[config.mk]
export PLATFORM = sky130hd
export DESIGN_NAME = seq_mult_add
export DESIGN_NICKNAME = d
export VERILOG_FILES = /design/src/rtl/seq_mult_add.sv
export SDC_FILE = /design/constraint.sdc
export NUM_CORES = 1
export LEC_CHECK = 0
export BUFFER_PORTS_ARGS = -buffer_cell sky130_fd_sc_hd__buf_2
export CORE_MARGIN = 4
export CORE_UTILIZATION = 50
export CTS_BUF_LIST = sky130_fd_sc_hd__clkbuf_4 sky130_fd_sc_hd__clkbuf_8 sky130_fd_sc_hd__clkbuf_16
export DETAILED_ROUTE_END_ITERATION = 6
export PLACE_DENSITY = 0.72
export SLEW_MARGIN = 20
export SYNTH_ARGS = -nofsm -noshare
export SYNTH_HDL_FRONTEND = slang
export SYNTH_SLANG_ARGS = --single-unit
[constraint.sdc]
create_clock -name Clock -period 5.7 [get_ports Clock]
set_clock_uncertainty 0.05 [all_clocks]
set_input_delay 1.14 -clock Clock [delete_from_list [all_inputs] [get_ports Clock]]
set_output_delay 1.14 -clock Clock [all_outputs]
set_load 0.02 [all_outputs]
[src/rtl/seq_mult_add.sv]
// Iterative shift-and-add multiply-accumulate: Result = Multiplicand * Multiplier + Addend.
// One multiplier bit is consumed per clock; this is the inverse operation of the restoring divider.
module seq_mult_add #(
   parameter int N = 4
) (
   input  logic           Clock,
   input  logic           Resetn,
   input  logic           Go,
   input  logic [N-1:0]   Multiplicand,
   input  logic [N-1:0]   Multiplier,
   input  logic [N-1:0]   Addend,
   output logic [2*N-1:0] Result,
   output logic           Busy,
   output logic           Done
);

   localparam int CW = $clog2(N + 1);

   typedef enum logic [1:0] {
      IDLE,
      RUN,
      DONE
   } state_t;

   state_t           state_q, state_d;
   logic [N-1:0]     m_q, m_d;
   logic [N:0]       a_q, a_d;
   logic [N-1:0]     q_q, q_d;
   logic [CW-1:0]    cnt_q, cnt_d;
   logic [2*N-1:0]   res_q, res_d;

   logic [N:0]       sum;
   logic [2*N:0]     shifted;

   always_ff @(posedge Clock) begin
      if (!Resetn) begin
         state_q <= IDLE;
         m_q     <= '0;
         a_q     <= '0;
         q_q     <= '0;
         cnt_q   <= '0;
         res_q   <= '0;
      end else begin
         state_q <= state_d;
         m_q     <= m_d;
         a_q     <= a_d;
         q_q     <= q_d;
         cnt_q   <= cnt_d;
         res_q   <= res_d;
      end
   end

   // The carry bit in A absorbs the add, so the shift never loses information.
   always_comb begin
      state_d = state_q;
      m_d     = m_q;
      a_d     = a_q;
      q_d     = q_q;
      cnt_d   = cnt_q;
      res_d   = res_q;
      sum     = a_q + (q_q[0] ? {1'b0, m_q} : '0);
      shifted = {sum, q_q} >> 1;
      case (state_q)
         IDLE: begin
            if (Go) begin
               m_d     = Multiplicand;
               a_d     = {1'b0, Addend};
               q_d     = Multiplier;
               cnt_d   = '0;
               state_d = RUN;
            end
         end
         RUN: begin
            a_d   = shifted[2*N:N];
            q_d   = shifted[N-1:0];
            cnt_d = cnt_q + CW'(1);
            if (cnt_q == CW'(N - 1)) begin
               res_d   = shifted[2*N-1:0];
               state_d = DONE;
            end
         end
         DONE: begin
            state_d = IDLE;
         end
         default: begin
            state_d = IDLE;
         end
      endcase
   end

   assign Result = res_q;
   assign Busy   = (state_q == RUN) || (state_q == DONE);
   assign Done   = (state_q == DONE);

endmodule

======== Yosys cells after proc, flatten, opt, wreduce, memory -nomap -nowiden ========
Cells that the tools add are included.
storage, ports and cells
  logic and storage cells ................. 30
  bits of input ports ..................... 15
  output and inout bits ................... 10
  register bits ........................... 26
cells by class
  equal/unequal tests ..................... 5
  multiplexer cells ....................... 10
  reductions and logical operators ........ 7
  $add $sub $neg .......................... 2
operator list
  operator                                                                count
  5-bit one-hot mux with 2 select lines                                   1
  4-bit 2-to-1 mux                                                        2
  4-bit one-hot mux with 2 select lines                                   1
  2-bit AND reduction                                                     4
  3-bit one-hot mux with 2 select lines                                   1
  5-bit by 4-bit adder with 5-bit output                                  1
  5-bit 2-to-1 mux                                                        1
  2-bit 2-to-1 mux                                                        2
  2-bit != test (second input constant)                                   2
  2-bit one-hot mux with 2 select lines                                   1
  3-bit by 1-bit adder with 3-bit output (second input constant)          1
  3-bit by 2-bit equality test with 1-bit output (second input constant)  1
  3-bit 2-to-1 mux                                                        1
  2-bit by 1-bit equality test with 1-bit output (second input constant)  1
  2-bit equality test (second input constant)                             1
  2-bit zero test                                                         1
  2-bit nonzero test                                                      1
  1-bit logical OR                                                        1

======== Depth between registers and ports, before layout ========
Gate-level depths: netlist of the first run.
  word-level depth ........................ 3
  depth in mapped cells ................... 8
  depth with buffers taken out ............ 8

======== Worst setup path after synthesis of the first run ========
OpenSTA, ideal clock, no wires.
  kind .................................... register to output
  start ................................... register state_q[0]
  end ..................................... output port Busy
  arrival ................................. 0.798 ns
  stages on the path, launching flop included .. 3
  slack ................................... 3.712 ns
  data required time ...................... 4.510 ns
  buffers on the path ..................... 0
  cells stage by stage .................... dfxtp_1 > inv_1 > ha_1
on the way
  word-level cells in the longest chain between the ends .. 2
  elaborated cells on any way between the ends .. 3
  those cells by class .................... eq/ne (2); reduce/logical (1)
ends and longest elaborated chain
  element                                                                                       line  source
  from (decl)                                                                                   25    state_t state_q, state_d;
  from (signal assigned)                                                                        44    state_q <= state_d;
  2-bit by 1-bit equality test with 1-bit output / 2-bit equality test (equally long branches)  92    assign Busy = (state_q == RUN) || (state_q == DONE);
  1-bit logical OR *                                                                            92
  to (decl)                                                                                     13    output logic Busy,
Mark *: on every way between the ends. The rest lies on a longest branch, timed or not.

======== Worst setup path in the final report of the first run ========
Ends and elaborated chain as after synthesis.

==> summary by stage, run 1 <==
Floorplanning
25 I/O pins were placed. The floorplan has 18 rows. The y dimension of the die is just under 60 um. The die footprint is approximately 3500 um2.

Once the floorplan was initialized, standard cells occupied a little over half of the core. The floorplan core area is approximately 2500 um2. The die is 59.6 um wide.

Setup path
STA classifies the critical path endpoint as an output port. Traced cell by cell, the critical path runs through inv_1, ha_1, buf_2. The kind of start point of the critical path is a flip-flop.

The combined buffer and inverter count along the critical path is 2. The slowest library cell on the worst path is sky130_fd_sc_hd__dfxtp_1. The kind of critical path is reg2out. Along the worst path, the maximum fanout reaches 4. At the worst endpoint, the required time is about 4.5 ns.

The gate family responsible for the most delay along the worst path is flip-flops. For this run, the slowest stage of the critical path takes about 0.4 ns. Data arrives at the worst endpoint at 1.29 ns.

Global route
The initial antenna violation count is 0. The overall track demand over capacity in global routing is 17.0%. The residual overflow from global routing is 0. The met2 capacity usage during global routing is between 20 and 30%. The most congested layer reported by global routing is met2. The first global-routing pass estimated about 4500 um of wire. Entering global routing, the biggest net connects 24 pins. For met3 alone, demand over resource in global routing was approximately 6%.

Global routing used around a fifth of the available met1 tracks. The number of global-route vias before repair is ~1100.

Timing
For the pin with the worst max-slew slack, the measured transition is roughly 0.73 ns. The post-route fraction of the period consumed by the critical path is 43.5%. The peak clock frequency supported by timing is 403 MHz. The number of endpoints failing setup at the final stage is 0.

The worst pin sits at a relative slew slack of between 50 and 60%. Setup repair after global routing left no endpoint under its margin. Setup slack closes at ~3.2 ns. In the final timing run, aggregate negative setup slack is 0 ns. The final number of hold-violating endpoints is 0.

The count of final max-slew check failures is 0. Subtracting the final worst setup slack from the clock period gives ~2.5 ns.

Job
Across the run, the number of max-cap violations was 0.

Finish
The post-route netlist has between 20% and 30% of its cells at a drive strength greater than 1. 0 antenna diodes ended up in the layout. At the end of the flow, the number of nets in the layout was ~190. The finished layout cell area is roughly 1500 um2.

The top cell types in the final layout, fill and taps aside, are sky130_fd_sc_hd__dfxtp_1 (25), sky130_fd_sc_hd__nand2_1 (25), sky130_fd_sc_hd__buf_2 (24), sky130_fd_sc_hd__ha_1 (11), sky130_fd_sc_hd__inv_1 (9). The synthesis-to-finish area growth is 11.3%. The fill cell instance count of the final layout is 219.

The sequential cell area is about 500 um2. The total area of multi-input combinational cells is 754 um2.

Synthesis
Sorting the synthesized cells by area gives the leading types as sky130_fd_sc_hd__dfxtp_1 (38%), sky130_fd_sc_hd__ha_1 (10%), sky130_fd_sc_hd__nand2_1 (7.1%), sky130_fd_sc_hd__mux2i_1 (4.5%), sky130_fd_sc_hd__o211a_1 (3.8%). The cell type with the highest aggregate area in the netlist is sky130_fd_sc_hd__dfxtp_1. The share of flip-flops with an asynchronous set or reset after synthesis is 0%.

The synthesized netlist occupies a cell area of ~1300 um2. The synthesized design contains 0 enable-type register cells. Synthesis instantiated 40 different standard cells from the library. The share of synthesized area occupied by flip-flops and latches is about 38%.

The register bit count reported by yosys is 25. The number of standard cells after synthesis is between 100 and 150. The number of nets produced by synthesis is 170. Dividing the synthesized area by the synthesized cell count gives approximately 9.3 um2. The number of synthesis warnings is 0.

The portion of synthesized cell area occupied by the leading cell type is 37.6%. The most used flip-flop cell after synthesis is sky130_fd_sc_hd__dfxtp_1.

Clock network
Counting the buffers created by CTS gives 3. The cell sitting at the root of the clock tree is a sky130_fd_sc_hd__clkbuf_4. Clock-pin slew was measured on the worst setup and hold paths at approximately 0.13 ns. TritonCTS built the clock tree.

Buffers added to address setup during post-CTS repair amount to 0. Clock latency on the worst-skew pair, taken at its later pin, is 0.33 ns. The H-tree depth reported by CTS is 1. For this design, the sink count on the clock tree is 25. Hold repair after CTS inserted 0 buffers. The maximum clock insertion buffer count is 2. The number of gates resized after CTS was 0.

Routing
The starting DRC count in detailed routing is 36. Dividing the detail-routed via count by the number of cells gives 5.51. The remaining antenna violation count is 0. In the routed design, unresolved DRC markers number 0.

Across all layers, the routed design uses between 1000 and 1500 vias. The first TritonRoute pass finished after 4 iterations. After detailed routing, the average wire length per cell comes to 13.5 um.

The final layout contains routed wiring with a total length of between 2000 and 3000 um.

Placed design
The number of buffer cells added on primary ports is 24. The instance area after placement is about 1500 um2. Routability-driven placement finished with a final weighted congestion of around 0.8. The worst setup slack after placement is roughly 3.6 ns.

The HPWL after detailed placement is slightly above 2000 um.

Power
The analysis attributes to cell leakage a power of around 0.00069 uW. In this run the power density over the cells is slightly below 400 nW/um2. The worst-case IR drop observed on VDD is approximately 0.00023 V.

Run status
The flow ran to the end, and the final reports show no timing, DRC or antenna violations.

Worst hold path
The path class of the lowest-slack min-delay path is reg2reg.
routing by layer:
metal  routed length (um)  part of all wire [%]  up-vias
met5                    0                     0        -
met4                   35                   1.3        0
met3                  186                   7.0        6
met2                 1300                    49       35
met1                 1130                    43      506
li1                     -                     -      533
sequential cells by signal, summed over array words and instances (netlist names):
register / flops
state_q: 2
q_q: 4
m_q: 4
a_q: 4
cnt_q: 3
Result: 8
metrics by stage:
step                util [%]  std cells  total power, uW  hold slack (ns)
detailed placement      58.1        192              500            0.393
global route            59.2        196              621            0.443
global placement        58.1        192              489            0.390
floorplan                  -        143              459            0.382
finish                  59.2        196              577            0.412
CTS                     59.2        196              582            0.411
worst min-delay path, cell delays in order, from the launching register on:
cell and delay (ns):
sky130_fd_sc_hd__dfxtp_1 0.33, sky130_fd_sc_hd__nand2_1 0.05, sky130_fd_sc_hd__a21oi_1 0.05
synth_stat cells (2+ instances only):
| master | n |
|---|---|
| sky130_fd_sc_hd__nand3_1 | 5 |
| sky130_fd_sc_hd__nor2_1 | 3 |
| sky130_fd_sc_hd__and2_1 | 6 |
| sky130_fd_sc_hd__o21ai_0 | 3 |
| sky130_fd_sc_hd__clkbuf_1 | 2 |
| sky130_fd_sc_hd__a21oi_1 | 4 |
| sky130_fd_sc_hd__o211a_1 | 5 |
| sky130_fd_sc_hd__xor2_1 | 2 |
| sky130_fd_sc_hd__nor2b_1 | 3 |
| sky130_fd_sc_hd__a21boi_0 | 3 |
| sky130_fd_sc_hd__nand2_1 | 25 |
| sky130_fd_sc_hd__a21boi_1 | 3 |
| sky130_fd_sc_hd__dfxtp_1 | 25 |
| sky130_fd_sc_hd__mux2i_1 | 6 |
| sky130_fd_sc_hd__inv_1 | 9 |
| sky130_fd_sc_hd__buf_6 | 2 |
| sky130_fd_sc_hd__ha_1 | 11 |
| sky130_fd_sc_hd__a311oi_1 | 2 |
| sky130_fd_sc_hd__o21ai_1 | 3 |
worst paths after layout:
kind	start	to	slack [ns]	cells after the start
max	state_q[0]	Busy	3.22	3
min	Result[3]	Result[3]	0.41	2
max reg2reg	state_q[1]	a_q[0]	3.64	6
min reg2reg	Result[3]	Result[3]	0.41	2
where the power goes:
group / internal, uW / total, uW / switching [uW]
combinational: 106 / 259 / 152
clock: 26.4 / 82.0 / 55.6
sequential: 210 / 237 / 26.6
total: 343 / 577 / 235
cells by family (layout without fill, tap and decap cells):
kind of cell    count (synthesis)  in the layout  share of synthesized area (%)
compound gates                 33             33                           19.6
simple gates                   48             48                           17.6
fa+ha+maj                      12             12                           11.9
flops                          25             25                           37.6
xor+xnor                        2              2                           1.32
buf+inv                        15             38                           5.64
mux                             8              8                           6.40
cell type report:
cell class	count	share of cell area [%]
Clock inverter	1	0.338
Clock buffer	3	1.52
Timing Repair Buffer	24	8.11
Inverter	10	2.70
Sequential cell	25	33.8
Multi-Input combinational cell	103	51.0
Tap cell	30	2.54
Note: power is estimated with default switching activity, not from simulation.
==> inputs of run 2 (changes only) <==
--- a/config.mk
+++ b/config.mk
@@ -7,10 +7,10 @@
 export LEC_CHECK = 0
 export BUFFER_PORTS_ARGS = -buffer_cell sky130_fd_sc_hd__buf_2
 export CORE_MARGIN = 4
-export CORE_UTILIZATION = 50
+export CORE_UTILIZATION = 49
 export CTS_BUF_LIST = sky130_fd_sc_hd__clkbuf_4 sky130_fd_sc_hd__clkbuf_8 sky130_fd_sc_hd__clkbuf_16
 export DETAILED_ROUTE_END_ITERATION = 6
-export PLACE_DENSITY = 0.72
+export PLACE_DENSITY = 0.74
 export SLEW_MARGIN = 20
 export SYNTH_ARGS = -nofsm -noshare
 export SYNTH_HDL_FRONTEND = slang
==> constraint.sdc (replaced) <==
create_clock -name Clock -period 2.2 [get_ports Clock]
set_clock_uncertainty 0.05 [all_clocks]
set_input_delay 0.44 -clock Clock [delete_from_list [all_inputs] [get_ports Clock]]
set_output_delay 0.44 -clock Clock [all_outputs]
set_load 0.02 [all_outputs]
==> summary by stage, run 2 (synthesis gave the netlist of run 1 again) <==
Run status
The run finished with clean final reports.

Timing
The final critical path takes up about nine tenths of the cycle. The transition at the pin with the smallest max-transition slack is 0.425 ns (-0.309 ns). Setup repair after global routing left no endpoint under its margin. The relative max-transition margin is 71.1% (+20 points). The setup slack after layout was 0.216 ns (-3.00 ns).

The final number of hold-violating endpoints came to 0 (unchanged). The peak clock frequency supported by timing is around 500 MHz. The final critical-path required period is 1.98 ns. The final total negative setup slack is 0 ns (unchanged). The number of endpoints failing setup at the final stage came to 0 (unchanged). The count of final max-slew check failures is 0 (unchanged).

Global route
The largest net degree at the start of global routing is 24 (unchanged). The initial antenna violation count is 0 (unchanged). The first-pass GRT wire length is 4400 um (-3.2%). The residual overflow from global routing is 0 (unchanged). The number of global-route vias before repair was 1021 (-5.9%). The overall track demand over capacity in global routing is 16.1% (-0.91 points).

Setup path
STA classifies the critical path endpoint as a flip-flop. The kind of start point of the critical path is a flip-flop. In this run the critical register-to-register path is launched from q_q[0]. The launching instance or port of the critical path is q_q[0]. The kind of critical path is reg2reg. The data arrival at the endpoint of the critical path was 2.15 ns (+0.86 ns).

The data required time at the worst endpoint is 2.36 ns (-2.15 ns). The highest net fanout along the worst path is 5 (+1).

Clock network
The hold-fix buffer count after cts is 0 (unchanged). The H-tree depth reported by CTS was 1 (unchanged). TritonCTS built the clock tree. The number of sinks on the clock net is 25 (unchanged). The clock-pin transition on the worst setup and hold timing paths was 0.14 ns (about the same). The clock buffer count from CTS came to 3 (unchanged). The post-CTS setup-driven buffer insertion count came to 0 (unchanged). The maximum clock insertion buffer count is 2 (unchanged). The tree is rooted in a sky130_fd_sc_hd__clkbuf_4.

The total of cells resized after clock tree synthesis came to 0 (unchanged). The clock insertion delay at the later pin of the skew report is 0.32 ns (about the same).

Finish
The flip-flop count of the largest register, all copies and words added is 8 (unchanged). The total area of multi-input combinational cells is 754 um2 (unchanged). The sequential cell area was 500 um2 (unchanged).

The final net count was 195 (+0.52%). The antenna diode instance count is 0 (unchanged). The ratio of cells with drive above 1 in the final layout is 24.0% (+0.46 points). From synthesis to final layout, the design area changed by 12.0%. The fill cell instance count of the final layout is 227 (+3.7%). In the layout the commonest cells are sky130_fd_sc_hd__dfxtp_1 (25), sky130_fd_sc_hd__nand2_1 (25), sky130_fd_sc_hd__buf_2 (24), sky130_fd_sc_hd__ha_1 (11), sky130_fd_sc_hd__inv_1 (9).

Routing
The number of design rule violations left after detail routing is 0 (unchanged). The total number of vias is 1038 (-3.9%). The remaining antenna violation count is 0 (unchanged). The ratio of routed vias to standard cells is 5.27 (-4.4%).

The starting DRC count in detailed routing is 47 (+31%). The routed wire length is 2610 um (-1.7%). The routed wirelength normalized by instance count was 13.2 um (-2.2%). The number of detailed-routing iterations run before antenna repair is 4 (unchanged).

Power
The power after layout was 1510 uW (+160%). The total power per unit cell area is 1010 nW/um2 (+160%). The leakage power is 0.000687 uW (+0.21%). The largest voltage drop on the vdd net is 0.000749 V (+220%).

Floorplanning
The floorplan core area came to 2520 um2 (+0.90%). The die footprint is 3610 um2 (+1.8%). The y dimension of the die is 60.1 um (+0.88%). The effective utilization at floorplan is 52.7% (-0.48 points).

The chip width was 60.1 um (+0.88%). The number of rows in the core area was 18 (unchanged). The top-level I/O count is 25 (unchanged).

Placed design
The HPWL after detailed placement is 2040 um (+0.48%). The number of buffer cells added on primary ports is 24 (unchanged). The routability congestion estimate was 0.836 (+2.3%). The worst setup slack after placement is 0.238 ns (-3.34 ns).

Worst hold path
The path class of the lowest-slack min-delay path is in2reg. The startpoint identified for the worst hold timing path is Multiplicand[3].

Job
The max-capacitance violation count is 0 (unchanged).
run 2: changes by cell type in the layout (fill, tap and decap cells not counted):
cell | before | now
sky130_fd_sc_hd__buf_4 | 0 | 1
sky130_fd_sc_hd__clkinvlp_4 | 0 | 1
sky130_fd_sc_hd__clkinv_2 | 1 | 0
run 2: final timing paths:
check / end / slack, ns / depth (start not counted)
max: a_q[1] / 0.22 / 7
min: m_q[3] / 0.30 / 3
max reg2reg: a_q[1] / 0.22 / 7
min reg2reg: Result[2] / 0.41 / 2
run 2: worst max-delay path: stages, from the launching register on:
cell,delay [ns]
sky130_fd_sc_hd__dfxtp_1,0.39
sky130_fd_sc_hd__and2_1,0.16
sky130_fd_sc_hd__ha_1,0.17
sky130_fd_sc_hd__inv_1,0.06
sky130_fd_sc_hd__fa_1,0.43
sky130_fd_sc_hd__xor2_1,0.22
sky130_fd_sc_hd__nor2_1,0.07
sky130_fd_sc_hd__o311a_1,0.33
run 2: layout make-up:
| cell class | count | share of cell area, % |
|---|---|---|
| flip-flops and latches | 25 | 33.6 |
| repair buffers | 25 | 8.56 |
| clock buffers | 3 | 1.51 |
| clock inverters | 1 | 0.504 |
| well taps | 30 | 2.52 |
| multi-input cells | 103 | 50.6 |
| inverters | 10 | 2.69 |
run 2: per-stage QoR:
step | cell area, um2 | utilization (%) | instances | hold WS, ns
after detailed placement | 1460 | 57.9 | 193 | 0.392
after global routing | 1490 | 59.1 | 197 | 0.291
after global placement | 1460 | 57.9 | 193 | 0.388
after CTS | 1490 | 59.1 | 197 | 0.300
after floorplan | 1330 | - | 143 | 0.382
final | 1490 | 59.1 | 197 | 0.305
run 2: power by group:
| part | total (uW) | internal, uW | switching, uW |
|---|---|---|---|
| Sequential | 609 | 544 | 65.0 |
| Combinational | 691 | 284 | 407 |
| Clock | 208 | 69.4 | 138 |
| Total | 1510 | 898 | 610 |
run 2: routing by layer:
layer / global-route usage (%) / wire length [um]
met1: 20.1 / 1220
met2: 28.1 / 1250
met3: 2.59 / 112
met4: 4.75 / 29
met5: 0 / 0
==> inputs of run 3 (changes only) <==
--- a/config.mk
+++ b/config.mk
@@ -10,7 +10,7 @@
 export CORE_UTILIZATION = 49
 export CTS_BUF_LIST = sky130_fd_sc_hd__clkbuf_4 sky130_fd_sc_hd__clkbuf_8 sky130_fd_sc_hd__clkbuf_16
 export DETAILED_ROUTE_END_ITERATION = 6
-export PLACE_DENSITY = 0.74
+export PLACE_DENSITY_LB_ADDON = 0.05
 export SLEW_MARGIN = 20
 export SYNTH_ARGS = -nofsm -noshare
 export SYNTH_HDL_FRONTEND = slang
==> constraint.sdc (replaced) <==
create_clock -name Clock -period 2.2 [get_ports Clock]
set_clock_uncertainty 0.05 [all_clocks]
set_input_delay 0.33 -clock Clock [delete_from_list [all_inputs] [get_ports Clock]]
set_output_delay 0.33 -clock Clock [all_outputs]
set_load 0.02 [all_outputs]
==> summary by stage, run 3 (synthesis gave the netlist of run 1 again) <==
Floorplanning
The effective utilization at floorplan is 52.7% (unchanged). The die footprint is 3610 um2 (unchanged). The y dimension of the die is 60.1 um (unchanged). The chip width is 60.1 um (unchanged). The number of rows in the core area is 18 (unchanged).

The floorplan core area is 2520 um2 (unchanged). The top-level I/O count is 25 (unchanged).

Placed design
The HPWL after detailed placement is 1970 um (-3.4%). The number of buffer cells added on primary ports is 24 (unchanged). The routability congestion estimate is 0.840 (+0.42%). The worst setup slack after placement came to 0.294 ns (+0.0567 ns).

Finish
The final standard cell utilization of the core is 59.1% (unchanged). The ratio of cells with drive above 1 in the final layout is 24.0% (unchanged). In the layout the commonest cells are sky130_fd_sc_hd__dfxtp_1 (25), sky130_fd_sc_hd__nand2_1 (25), sky130_fd_sc_hd__buf_2 (24), sky130_fd_sc_hd__ha_1 (11), sky130_fd_sc_hd__inv_1 (9). The flip-flop count of the largest register, all copies and words added came to 8 (unchanged). The final net count came to 195 (unchanged).

The antenna diode instance count came to 0 (unchanged). The fill cell instance count of the final layout was 243 (+7.0%). The synthesis-to-finish area growth is 12.0% (unchanged).

Run status
The flow ran to the end, and the final reports show no timing, DRC or antenna violations.

Clock network
The buffer type at the clock tree root is sky130_fd_sc_hd__clkbuf_4. The maximum clock insertion buffer count came to 2 (unchanged). The H-tree depth reported by CTS is 1 (unchanged). The clock buffer count from CTS was 3 (unchanged). The number of sinks on the clock net was 25 (unchanged). TritonCTS built the clock tree. The total of cells resized after clock tree synthesis was 0 (unchanged). The post-CTS setup-driven buffer insertion count is 0 (unchanged). The hold-fix buffer count after cts is 0 (unchanged). The clock-pin transition on the worst setup and hold timing paths is 0.13 ns (about the same).

The clock insertion delay at the later pin of the skew report was 0.32 ns (about the same).

Setup path
The data arrival at the endpoint of the critical path is 2.18 ns (+0.03 ns). The flop-to-flop setup slack is 0.24 ns (+0.02 ns). The maximum single-stage delay on the critical path is 0.43 ns (about the same).

The critical path depth in cells is 8 (+1). The worst-case reg-to-reg path depth is 8 (+1). The endpoint identified for the worst register-to-register timing path is a_q[3]. The highest net fanout along the worst path is 5 (unchanged). The kind of critical path is reg2reg. The type of element capturing the critical path is a flip-flop. The slowest library cell on the worst path is sky130_fd_sc_hd__fa_1.

The combined buffer and inverter count along the critical path came to 1 (unchanged). Walking the worst path, the cells encountered are and2_1, ha_1, inv_1, fa_1, nor2b_1, o21ai_0, a311oi_1, a31o_1. The beginning of the worst register-to-register path is q_q[0].

STA classifies the critical path startpoint as a flip-flop. The data required time at the worst endpoint is 2.42 ns (+0.06 ns). The cell family contributing the most delay on the critical path is compound AO/OA/AOI/OAI gates.

Routing
The number of design rule violations left after detail routing is 0 (unchanged). The routed wirelength normalized by instance count is 13.1 um (-1.4%). The routed wire length is 2570 um (-1.4%). The number of detailed-routing iterations run before antenna repair was 4 (unchanged). The remaining antenna violation count was 0 (unchanged). The starting DRC count in detailed routing came to 25 (-47%). The total number of vias is 1042 (+0.39%). The ratio of routed vias to standard cells came to 5.29 (+0.39%).

Timing
The post-route fraction of the period consumed by the critical path was 89.2% (-0.99 points). The final critical-path required period is 1.96 ns (-0.0218 ns). The relative max-transition margin is 70.0% (-1.1 points). The final total negative setup slack is 0 ns (unchanged).

The setup slack after layout is 0.238 ns (+0.0218 ns). The peak clock frequency supported by timing is 510 MHz (+1.1%). The count of final max-slew check failures is 0 (unchanged).

The final number of hold-violating endpoints is 0 (unchanged). The number of endpoints failing setup at the final stage came to 0 (unchanged). Setup repair after global routing left no endpoint under its margin. The final worst hold slack was 0.206 ns (-0.0986 ns). The transition at the pin with the smallest max-transition slack was 0.441 ns (+0.0163 ns).

Worst hold path
The number of cells traversed by the worst hold path is 3 (unchanged). The path class of the tightest hold or removal check is in2reg. The worst hold path terminates at m_q[3].

The worst hold path begins at Multiplicand[3].

Global route
The number of global-route vias before repair is 1063 (+4.1%). The initial antenna violation count is 0 (unchanged). The largest net degree at the start of global routing is 24 (unchanged).

The residual overflow from global routing came to 0 (unchanged). The first-pass GRT wire length is 4530 um (+3.0%). The overall track demand over capacity in global routing is 16.6% (+0.54 points).

Power
The total power per unit cell area is 1010 nW/um2 (+0.24%). The power after layout is 1510 uW (+0.24%). The leakage power is 0.000691 uW (+0.65%).

The largest voltage drop on the vdd net came to 0.000836 V (+12%).

Job
The max-capacitance violation count is 0 (unchanged).
## run 3: changes by cell type in the layout (fill, tap and decap cells not counted), sizes merged
cell,delta
clkbuf,+1
clkinvlp,-1
## run 3: worst max path at each step
stage	from	end	slack [ns]
2_1_floorplan	q_q[0]	a_q[1]	0.41
3_3_place_gp	q_q[0]	a_q[1]	0.35
3_5_place_dp	q_q[0]	a_q[1]	0.29
4_1_cts	q_q[0]	a_q[3]	0.24
5_1_grt	q_q[0]	a_q[3]	0.09
6_report	q_q[0]	a_q[3]	0.24
## run 3: worst min-delay path, stage by stage
cell,delay (ns)
sky130_fd_sc_hd__buf_2,0.10
sky130_fd_sc_hd__nand3_1,0.06
sky130_fd_sc_hd__a21oi_1,0.05
## run 3: metal layers
layer	track usage (%)	up-vias	part of all wire (%)
met3	3.02	5	4.9
met2	29.8	22	46
met1	19.6	481	47
met5	0	-	0
met4	5.70	0	1.5
li1	-	534	-
## run 3: report_power, final
group	switching, uW	internal, uW	leakage [uW]
clock	138	83.3	0.0000184
sequential	63.4	544	0.000204
combinational	401	282	0.000469
## run 3: through the flow
| step | area [um2] | instances |
|---|---|---|
| after detailed placement | 1460 | 193 |
| final | 1490 | 197 |
| after floorplan | 1330 | 143 |
| after CTS | 1490 | 197 |
| after global placement | 1460 | 193 |
| after global routing | 1490 | 197 |
## run 3: layout make-up
cell class                      instances  area (um2)  share of cell area, %
Clock buffer                            4        30.0                   2.02
Tap cell                               30        37.5                   2.52
Inverter                               10        40.0                   2.69
Sequential cell                        25         500                   33.6
Multi-Input combinational cell        103         754                   50.6
Timing Repair Buffer                   25         128                   8.56
